### src/rtl/set_job_queue_pkg.sv
// Shared widths, job record and FSM encoding for the SET job queue.
package set_job_queue_pkg;

    localparam int CENTRAL_SZ = 24;
    localparam int RADIUS_SZ  = 12;
    localparam int MODE_SZ    = 2;
    localparam int CAND_SZ    = 8;
    localparam int CMD_SZ     = CENTRAL_SZ + RADIUS_SZ + MODE_SZ;

    // One queued job as stored in the command FIFO
    typedef struct packed {
        logic [CENTRAL_SZ-1:0] central;
        logic [RADIUS_SZ-1:0]  radius;
        logic [MODE_SZ-1:0]    mode;
    } job_t;

    typedef enum logic [1:0] {
        ST_IDLE  = 2'd0,
        ST_ISSUE = 2'd1,
        ST_WAIT  = 2'd2
    } state_e;

endpackage

### src/rtl/set_sync_fifo.sv
// Synchronous FIFO with registered full/empty flags and an asynchronously
// read head, so a written word is visible on data_o the following cycle.
// Pointers carry one extra MSB so full and empty are told apart by wrap.
module set_sync_fifo #(
    parameter int WIDTH = 8,
    parameter int DEPTH = 4
) (
    input  logic             clk_i,
    input  logic             rst_i,
    input  logic             push_i,
    input  logic [WIDTH-1:0] data_i,
    input  logic             pop_i,
    output logic [WIDTH-1:0] data_o,
    output logic             full_o,
    output logic             empty_o
);

    localparam int AW = $clog2(DEPTH);
    localparam logic [AW:0] PTR_ONE = {{AW{1'b0}}, 1'b1};

    logic [AW:0]      wr_ptr_q, wr_ptr_d;
    logic [AW:0]      rd_ptr_q, rd_ptr_d;
    logic             full_q, full_d;
    logic             empty_q, empty_d;
    logic             do_push, do_pop;
    logic [WIDTH-1:0] mem_q [DEPTH];

    // A push into a full FIFO or a pop from an empty one is dropped here
    assign do_push = push_i && !full_q;
    assign do_pop  = pop_i && !empty_q;

    // Next pointers and the flags they imply, so the flags can be registered
    always_comb begin
        wr_ptr_d = do_push ? (wr_ptr_q + PTR_ONE) : wr_ptr_q;
        rd_ptr_d = do_pop  ? (rd_ptr_q + PTR_ONE) : rd_ptr_q;
        full_d   = (wr_ptr_d[AW] != rd_ptr_d[AW]) &&
                   (wr_ptr_d[AW-1:0] == rd_ptr_d[AW-1:0]);
        empty_d  = (wr_ptr_d == rd_ptr_d);
    end

    // Pointer and flag registers
    always_ff @(posedge clk_i) begin
        if (!rst_i) begin
            wr_ptr_q <= '0;
            rd_ptr_q <= '0;
            full_q   <= 1'b0;
            empty_q  <= 1'b1;
        end else begin
            wr_ptr_q <= wr_ptr_d;
            rd_ptr_q <= rd_ptr_d;
            full_q   <= full_d;
            empty_q  <= empty_d;
        end
    end

    // Storage array; contents need no reset because the flags gate them
    always_ff @(posedge clk_i) begin
        if (do_push) begin
            mem_q[wr_ptr_q[AW-1:0]] <= data_i;
        end
    end

    assign data_o  = mem_q[rd_ptr_q[AW-1:0]];
    assign full_o  = full_q;
    assign empty_o = empty_q;

endmodule

### src/rtl/set_job_queue.sv
// Job front-end for the SET engine: buffers host jobs, issues them one at a
// time with the en/busy/valid handshake and queues candidate counts back.
// Optional watchdog: define SET_JOB_QUEUE_TIMEOUT_EN to add err_o and a
// WAIT-state timeout that returns candidate 8'hFF for an unanswered job.
module set_job_queue
    import set_job_queue_pkg::*;
#(
    parameter int CMD_DEPTH   = 4,
    parameter int RES_DEPTH   = 4,
    parameter int TIMEOUT_CYC = 512
) (
    input  logic                  clk_i,
    input  logic                  rst_i,
    input  logic                  cmd_valid_i,
    output logic                  cmd_ready_o,
    input  logic [CENTRAL_SZ-1:0] cmd_central_i,
    input  logic [RADIUS_SZ-1:0]  cmd_radius_i,
    input  logic [MODE_SZ-1:0]    cmd_mode_i,
    output logic                  set_en_o,
    output logic [CENTRAL_SZ-1:0] set_central_o,
    output logic [RADIUS_SZ-1:0]  set_radius_o,
    output logic [MODE_SZ-1:0]    set_mode_o,
    input  logic                  set_busy_i,
    input  logic                  set_valid_i,
    input  logic [CAND_SZ-1:0]    set_candidate_i,
    output logic                  res_valid_o,
    input  logic                  res_ready_i,
    output logic [CAND_SZ-1:0]    res_candidate_o,
    output logic                  idle_o
`ifdef SET_JOB_QUEUE_TIMEOUT_EN
    ,
    output logic                  err_o
`endif
);

    state_e             state_q, state_d;
    job_t               cmd_in, cmd_head, job_out;
    logic               cmd_full, cmd_empty;
    logic               res_full, res_empty;
    logic               res_pop, issue_ok, job_done;
    logic [CAND_SZ-1:0] res_din, res_head;

    assign cmd_in = {cmd_central_i, cmd_radius_i, cmd_mode_i};

    set_sync_fifo #(.WIDTH(CMD_SZ), .DEPTH(CMD_DEPTH)) u_cmd_fifo (
        .clk_i   (clk_i),
        .rst_i   (rst_i),
        .push_i  (cmd_valid_i && !cmd_full),
        .data_i  (cmd_in),
        .pop_i   (job_done),
        .data_o  (cmd_head),
        .full_o  (cmd_full),
        .empty_o (cmd_empty)
    );

    set_sync_fifo #(.WIDTH(CAND_SZ), .DEPTH(RES_DEPTH)) u_res_fifo (
        .clk_i   (clk_i),
        .rst_i   (rst_i),
        .push_i  (job_done),
        .data_i  (res_din),
        .pop_i   (res_pop),
        .data_o  (res_head),
        .full_o  (res_full),
        .empty_o (res_empty)
    );

    assign res_pop = res_ready_i && !res_empty;

    // Issue only with a reserved result slot (counting this cycle's pop),
    // so the eventual result can always be written.
    assign issue_ok = !cmd_empty && !set_busy_i && (!res_full || res_pop);

`ifdef SET_JOB_QUEUE_TIMEOUT_EN
    localparam int CW = $clog2(TIMEOUT_CYC + 1);
    localparam logic [CW-1:0] CNT_ONE   = {{(CW-1){1'b0}}, 1'b1};
    localparam logic [CW-1:0] CNT_LIMIT = CW'(TIMEOUT_CYC);

    logic [CW-1:0] wait_cnt_q;
    logic          timeout_hit;

    // Counts WAIT cycles; held at zero elsewhere so it restarts on WAIT entry
    always_ff @(posedge clk_i) begin
        if (!rst_i || state_q != ST_WAIT) begin
            wait_cnt_q <= '0;
        end else begin
            wait_cnt_q <= wait_cnt_q + CNT_ONE;
        end
    end

    // A real result in the timeout cycle takes precedence over the watchdog
    assign timeout_hit = (state_q == ST_WAIT) && !set_valid_i &&
                         (wait_cnt_q == CNT_LIMIT);
    assign job_done    = (state_q == ST_WAIT) && (set_valid_i || timeout_hit);
    assign res_din     = set_valid_i ? set_candidate_i : {CAND_SZ{1'b1}};
`else
    // Without the watchdog the limit has no effect
    localparam int unused_timeout_cyc = TIMEOUT_CYC;

    assign job_done = (state_q == ST_WAIT) && set_valid_i;
    assign res_din  = set_candidate_i;
`endif

    // FSM state register
    always_ff @(posedge clk_i) begin
        if (!rst_i) begin
            state_q <= ST_IDLE;
        end else begin
            state_q <= state_d;
        end
    end

    // FSM next-state decision
    always_comb begin
        state_d = state_q;
        case (state_q)
            ST_IDLE:  if (issue_ok) state_d = ST_ISSUE;
            ST_ISSUE: state_d = ST_WAIT;
            ST_WAIT:  if (job_done) state_d = ST_IDLE;
            default:  state_d = ST_IDLE;
        endcase
    end

    // FSM outputs: start pulse for exactly the ISSUE cycle
    always_comb begin
        set_en_o = (state_q == ST_ISSUE);
`ifdef SET_JOB_QUEUE_TIMEOUT_EN
        err_o    = timeout_hit;
`endif
    end

    // The head job stays put until its result is captured, so the SET
    // operands are stable for the whole job.
    assign job_out         = cmd_empty ? '0 : cmd_head;
    assign set_central_o   = job_out.central;
    assign set_radius_o    = job_out.radius;
    assign set_mode_o      = job_out.mode;

    assign cmd_ready_o     = !cmd_full;
    assign res_valid_o     = !res_empty;
    assign res_candidate_o = res_empty ? '0 : res_head;
    assign idle_o          = cmd_empty && res_empty && (state_q == ST_IDLE);

endmodule

### config.mk
export PLATFORM = sky130hd
export DESIGN_NAME = set_job_queue
export DESIGN_NICKNAME = d
export VERILOG_FILES = /design/src/rtl/set_job_queue_pkg.sv /design/src/rtl/set_sync_fifo.sv /design/src/rtl/set_job_queue.sv
export SDC_FILE = /design/constraint.sdc
export NUM_CORES = 1
export LEC_CHECK = 0
export CORE_MARGIN = 2
export CORE_UTILIZATION = 50
export DETAILED_ROUTE_END_ITERATION = 8
export PLACE_DENSITY = 0.74
export SYNTH_ARGS = -nofsm -noshare
export SYNTH_HDL_FRONTEND = slang
export SYNTH_HIERARCHICAL = 1
export SYNTH_SLANG_ARGS = --single-unit
### constraint.sdc
create_clock -name clk_i -period 2.39 [get_ports clk_i]
set_clock_uncertainty 0.2 [all_clocks]
set_input_delay 0.478 -clock clk_i [delete_from_list [all_inputs] [get_ports clk_i]]
set_output_delay 0.478 -clock clk_i [all_outputs]
set_load 0.02 [all_outputs]
==> flow_metrics.tcl, run 1 <==
set metrics [dict create \
    status "finished, violations left" \
    violations "setup timing" \
    die_y_um 130.2 \
    slew_headroom 0.6317 \
    final_common_cell "edfxtp_1" \
    ir_drop_v 0.0006839 \
    timing.final.crit_share 1.082 \
    setup_viol_count_final 46 \
    ys_ff_latch 202 \
    critical_path_class "flip-flop to output port" \
    post-route-util 0.6765 \
    hold_buffers 0 \
    min_from "u_res_fifo/rd_ptr_q[2]" \
    cts_tree "built" \
    drv_slew 0 \
    die_area_um2 16960 \
    synth_area_um2 7966 \
    hold_class "flip-flop to flip-flop" \
    dpl.hpwl_mm 9.438 \
    root_buffer "clkbuf_16" \
    crit_path_start_kind "flip-flop" \
    gp_congestion 0.7267 \
    critical-path-max-stage-delay_ns 0.51 \
    rows 46 \
    drtIter0Drc 221 \
    yosys.area.top_type_share 0.6936 \
    worst_slack_ns -0.1961 \
    final_cell_mix "edfxtp_1, clkdlybuf4s50_1, buf_6" \
    clkLatencyLatePin_ns 0.48 \
    clkPwrFrac 0.372 \
    syn_inst 386 \
    cp_cell_sequence "buf_12, mux4_2, nor2b_4, buf_6" \
    p_comb_frac 0.107 \
    critical_path.slowest_cell "mux4_2" \
    cts.sinks 202 \
    maxCapViolCount 0 \
    drc 0 \
    cts_buffer_depth 3 \
    nets 594 \
    power_switching_mw 1.679 \
    place_area_um2 9614 \
    worst_slew_pin_slew_ns 0.5508 \
    avgSynthCellArea_um2 20.64 \
    grt_max_degree 23 \
    fp.dieW_um 130.2 \
    p_sw_frac 0.2154 \
    detail-route-antenna-nets 0 \
    coreArea_um2 15710 \
    first_pass_iters 5 \
    synthesis.nets 448 \
    yosysWarningCount 6 \
    final.min_clock_period_ns 2.586 \
    wire_per_inst_um 19.88 \
    vias 3950 \
    yosysSeqAreaShare 0.7388 \
    crit_fanout 8 \
    drive_above_1_share 0.3768 \
    r2r_cells 6 \
    fin_area_um2 10630 \
    grt_pass1_wl_mm 23.51 \
    synth_top_area_cell "edfxtp_1" \
    io_pins 102 \
    pwr-share-seq 0.521 \
    reg2reg_from "u_cmd_fifo/rd_ptr_q[0]" \
    overflow 0 \
    required_ns 1.71 \
    numCtsBuffers 21 \
    grt_pass1_vias 4381 \
    endpoint_kind "output port" \
    routed_wl_mm 15.11 \
    power.internal_mw 6.115 \
    power_density_nw_per_um2 733.2 \
    synthTopCellsByArea "edfxtp_1, mux4_2, dfxtp_1" \
    p_leak_nw 3.694 \
    worstPathArrival_ns 1.91 \
    rsz0062_at_grt "yes" \
    stdcell_count 760 \
    start_util 0.5070 \
    hold_viol_final 0 \
    cts_htree_levels 1 \
    startpoint "u_cmd_fifo/rd_ptr_q[0]" \
    max_freq_ghz 0.3867 \
    clkSlewWorstSetupHoldPaths_ns 0.06 \
    diodes 0 \
    whs_path_depth 2 \
    grt_use_total 0.1850 \
    port_buffers 101 \
    synth.distinct_cells 29 \
    viasPerCell 5.197 \
    synthToLayoutAreaGrowth_pct 33.42 \
    grt_antenna_before_repair 1 \
    numPlacedInstances 718 \
]
[registers in the layout, indices dropped and copies added, names as in the netlist, 2 cells and up]
signal,count
u_cmd_fifo/mem_q,152
u_res_fifo/mem_q,32
u_cmd_fifo/rd_ptr_q,3
u_cmd_fifo/wr_ptr_q,3
u_res_fifo/rd_ptr_q,3
u_res_fifo/wr_ptr_q,3
state_q,2
[final timing paths]
path	to	slack, ns
hold / removal	u_res_fifo/rd_ptr_q[2]	0.35
setup / recovery	set_radius_o[11]	-0.20
setup reg to reg	u_cmd_fifo/full_o	0.44
hold reg to reg	u_res_fifo/rd_ptr_q[2]	0.35
[per-layer routing]
layer,GRT usage,routed length [µm]
met5,0,13
met4,0.04048,216
met1,0.2356,6209
met2,0.3246,7710
met3,0.04592,956
[Yosys cell counts]
library cell and number:
and2_1 6, and2b_1 5, and2b_2 1, and3b_1 1, and4bb_1 2, buf_2 7
buf_4 1, buf_6 5, clkbuf_1 2, dfxtp_1 18, edfxtp_1 184, ha_1 10
inv_1 9, mux2i_1 4, mux4_2 46, nand2_1 1, nand2b_1 1, nand3b_1 4
nor2b_1 55, nor2b_4 3, nor3_1 1, nor3b_1 1, nor4_4 1, o211a_1 1
o21a_1 1, o31ai_1 2, xnor2_1 3, xor2_1 10, xor2_2 1
[power by group through the flow]
stage          Clock, mW  Combinational, mW  Sequential [mW]
6_report            2.90              0.837             4.06
5_1_grt             3.11              0.887             4.07
4_1_cts             2.96              0.723             4.06
3_3_place_gp           0              0.715             4.12
2_1_floorplan          0              0.336             4.11
3_5_place_dp           0              0.727             4.13
[layout make-up]
type / count / area [µm²]
Inverter: 9 / 33.78
Fill cell: 987 / 5084
Multi-Input combinational cell: 160 / 2215
Clock inverter: 6 / 32.53
Sequential cell: 202 / 5896
Tap cell: 216 / 270.3
Timing Repair Buffer: 138 / 1605
Clock buffer: 29 / 576.8
[stage by stage]
stage                     setup TNS [ns]  power, mW  hold slack, ns  setup slack [ns]
final                             -7.018      7.794          0.3476           -0.1961
after floorplan                        0      4.447          0.3080           0.01602
after CTS                         -9.363      7.741          0.3571           -0.2910
after detailed placement          -1.925      4.856          0.3380           -0.1357
after global placement            -1.548      4.831          0.3247          -0.09668
after global routing              -10.05      8.064          0.3727           -0.2663
[logic make-up (layout without fill, tap and decap cells)]
family | count (synthesis) | in the layout | synth area share
mux | 50 | 50 | 0.1351
compound gates | 4 | 4 | 0.004083
simple gates | 82 | 82 | 0.07241
flops | 202 | 202 | 0.7388
fa+ha+maj | 10 | 10 | 0.01571
buf+inv | 24 | 182 | 0.01759
xor+xnor | 14 | 14 | 0.01633
[worst max-delay path, delay by kind of cell, from the launching register on]
| family | cells | cell delay, ns |
|---|---|---|
| buffers and inverters | 2 | 0.31 |
| flip-flops | 1 | 0.45 |
| multiplexers | 1 | 0.51 |
| AND/OR/NAND/NOR | 1 | 0.15 |
[what timing repair did]
item,CTS,global route
resized for setup,234,109
endpoints found under the hold margin,0,0
gates cloned,2,0
buffers inserted,5,2
endpoints found under the setup margin,48,46
Note: power is estimated with default switching activity, not from simulation.
==> inputs of run 2 (changes only) <==
--- a/config.mk
+++ b/config.mk
@@ -11,5 +11,4 @@
 export PLACE_DENSITY = 0.74
 export SYNTH_ARGS = -nofsm -noshare
 export SYNTH_HDL_FRONTEND = slang
-export SYNTH_HIERARCHICAL = 1
 export SYNTH_SLANG_ARGS = --single-unit
==> run 2 against run 1 <==
Net effect: the flow still finishes with violations (setup timing); critical endpoint is now set_radius_o[2]; final area down 0.14%; combinational power is 8.1% lower; routed wire length increased by 3.3%; worst setup slack worse by 0.0058 ns; total power grew 2.6%; largest cell class unchanged; critical path depth stayed put; sequential share of layout area up 0.078 points; synthesized cell count increased by 3.1%; largest power group unchanged.
==> flow_metrics.tcl, run 2 <==
set metrics [dict create \
    status "finished, violations left" \
    violations "setup timing" \
    yosysSeqAreaShare 0.7366 \
    avgSynthCellArea_um2 20.08 \
    synth_top_area_cell "edfxtp_1" \
    grt_pass1_wl_mm 23.98 \
    clkPwrFrac 0.400 \
    crit_path_start_kind "flip-flop" \
    cts_buffer_depth 3 \
    finalPower_mw 7.998 \
    coreArea_um2 15770 \
    dpl.hpwl_mm 9.504 \
    startpoint "u_cmd_fifo.rd_ptr_q[0]" \
    die_y_um 130.4 \
    p_comb_frac 0.096 \
    detail-route-antenna-nets 0 \
    synthTopCellsByArea "edfxtp_1, mux4_2, dfxtp_1" \
    max_freq_ghz 0.3858 \
    grt_pass1_vias 4322 \
    place_area_um2 9644 \
    final.min_clock_period_ns 2.592 \
    holdWs_ns 0.3277 \
    start_util 0.5067 \
    io_pins 102 \
    setup_viol_count_final 46 \
    synth-edff-count 184 \
    syn_inst 398 \
    min_from "u_res_fifo.full_o" \
    power_switching_mw 1.679 \
    worst_slack_ns -0.2020 \
    diodes 0 \
    yosys.area.top_type_share 0.6915 \
    synthToLayoutAreaGrowth_pct 32.84 \
    final_common_cell "edfxtp_1" \
    clkLatencyLatePin_ns 0.48 \
    viasPerCell 5.293 \
    maxCapViolCount 0 \
    power.internal_mw 6.319 \
    cts_htree_levels 1 \
    final_cell_mix "edfxtp_1, clkdlybuf4s50_1, mux4_2" \
    required_ns 1.71 \
    cts.sinks 202 \
    numCtsBuffers 21 \
    gp_congestion 0.7372 \
    drc 0 \
    drv_slew 0 \
    cts_tree "built" \
    rsz0062_at_grt "yes" \
    crit_fanout 7 \
    fin_area_um2 10610 \
    ys_ff_latch 202 \
    grt_antenna_before_repair 0 \
    yosysMostFrequentCell "edfxtp_1" \
    root_buffer "clkbuf_16" \
    grt_use_total 0.1873 \
    largest_reg_flops 152 \
    fp.dieW_um 130.4 \
    synthesis.nets 460 \
    p_sw_frac 0.2099 \
    synth_ff_type "edfxtp_1" \
    worst_slew_pin_slew_ns 0.5733 \
    synth.distinct_cells 34 \
    hold_viol_final 0 \
    async_reset_ff_frac 0 \
    drive_above_1_share 0.3839 \
    rows 46 \
    critical_path_class "flip-flop to output port" \
    synth_common_cells "edfxtp_1, nor2b_1, mux4_2, and2_1, dfxtp_1" \
    nets 608 \
    ir_drop_v 0.0006117 \
    grt_max_degree 27 \
    wire_per_inst_um 20.11 \
    clkSlewWorstSetupHoldPaths_ns 0.06 \
    reg2reg_slack_ns 0.14 \
    yosysWarningCount 0 \
    vias 4107 \
    slew_headroom 0.6166 \
    port_buffers 101 \
    endpoint_kind "output port" \
    p_leak_nw 3.728 \
    timing.final.crit_share 1.085 \
    die_area_um2 17010 \
    power_density_nw_per_um2 753.5 \
    routed_wl_mm 15.60 \
    reg2reg_from "u_cmd_fifo.rd_ptr_q[0]" \
    drtIter0Drc 254 \
    synth_area_um2 7990 \
    fill_cells 1053 \
    hold_class "flip-flop to flip-flop" \
    worstPathArrival_ns 1.91 \
    overflow 0 \
    pwr-share-seq 0.504 \
    post-route-util 0.6730 \
    place_ws_ns -0.1263 \
    first_pass_iters 4 \
]
[run 2: changes by cell type after synthesis, moves of 3 or more]
cell      before  now
xor2_1        10    5
nor2_1         0    5
buf_6          5    0
nand2_1        1    5
and2b_1        5    0
and2_1         6   19
nor2b_1       55   49
nand3b_1       4    1
xnor2_1        3    6
inv_1          9    4
nor2b_4        3    0
inv_2          0    3
clkbuf_1       2    6
[run 2: worst paths after layout]
check,to,cells after the start
worst max-delay path,set_radius_o[2],4
worst min-delay path,state_q[0],2
worst max register to register,u_cmd_fifo.empty_o,7
worst min register to register,state_q[0],2
[run 2: power groups by stage]
stage / combinational (mW) / clock (mW) / sequential (mW)
6_report: 0.769 / 3.20 / 4.03
5_1_grt: 0.817 / 3.41 / 4.04
4_1_cts: 0.745 / 3.27 / 4.03
3_5_place_dp: 0.701 / 0 / 4.11
3_3_place_gp: 0.692 / 0 / 4.10
2_1_floorplan: 0.327 / 0 / 4.10
[run 2: cells by family after synthesis]
family	count (synthesis)	share of synthesized area
adders and majority gates	10	0.01566
buffers and inverters	26	0.01488
muxes	50	0.1378
AOI/OAI and AO/OA	7	0.005480
DFF	202	0.7366
xor gates and xnor gates	14	0.01989
and+or+nand+nor	89	0.06969
[run 2: final cells by class]
type                    instances  area (µm²)  area share
clock inverters                12       132.6     0.01250
multi-input cells             170        2176      0.2050
clock buffers                  25       540.5     0.05093
well taps                     216       270.3     0.02546
repair buffers                144        1573      0.1482
inverters                       7       26.28    0.002476
flip-flops and latches        202        5896      0.5555
[run 2: layer usage]
metal | share of wire | routed length, µm | up-vias | global-route usage
met2 | 0.51 | 7905 | 124 | 0.3188
met4 | 0.023 | 352 | 0 | 0.05382
li1 | - | - | 1852 | -
met1 | 0.41 | 6379 | 2102 | 0.2449
met5 | 0 | 0 | - | 0
met3 | 0.062 | 964 | 29 | 0.04438
[run 2: critical path, cell delays in order, from the launching register on]
cell     delay [ns]
dfxtp_4        0.45
buf_6          0.18
mux4_2         0.52
nor2b_4        0.14
buf_6          0.15
[run 2: metrics by stage]
step / cells / TNS (ns)
5_1_grt: 776 / -10.56
6_report: 776 / -7.597
3_5_place_dp: 730 / -3.558
4_1_cts: 778 / -9.708
3_3_place_gp: 730 / -3.287
2_1_floorplan: 398 / 0
[run 2: repair_timing]
item | in CTS | in global routing
hold buffers | 0 | 0
gates resized for setup | 269 | 55
setup endpoints to repair | 47 | 47
setup buffers | 8 | 2
gates cloned | 3 | 1
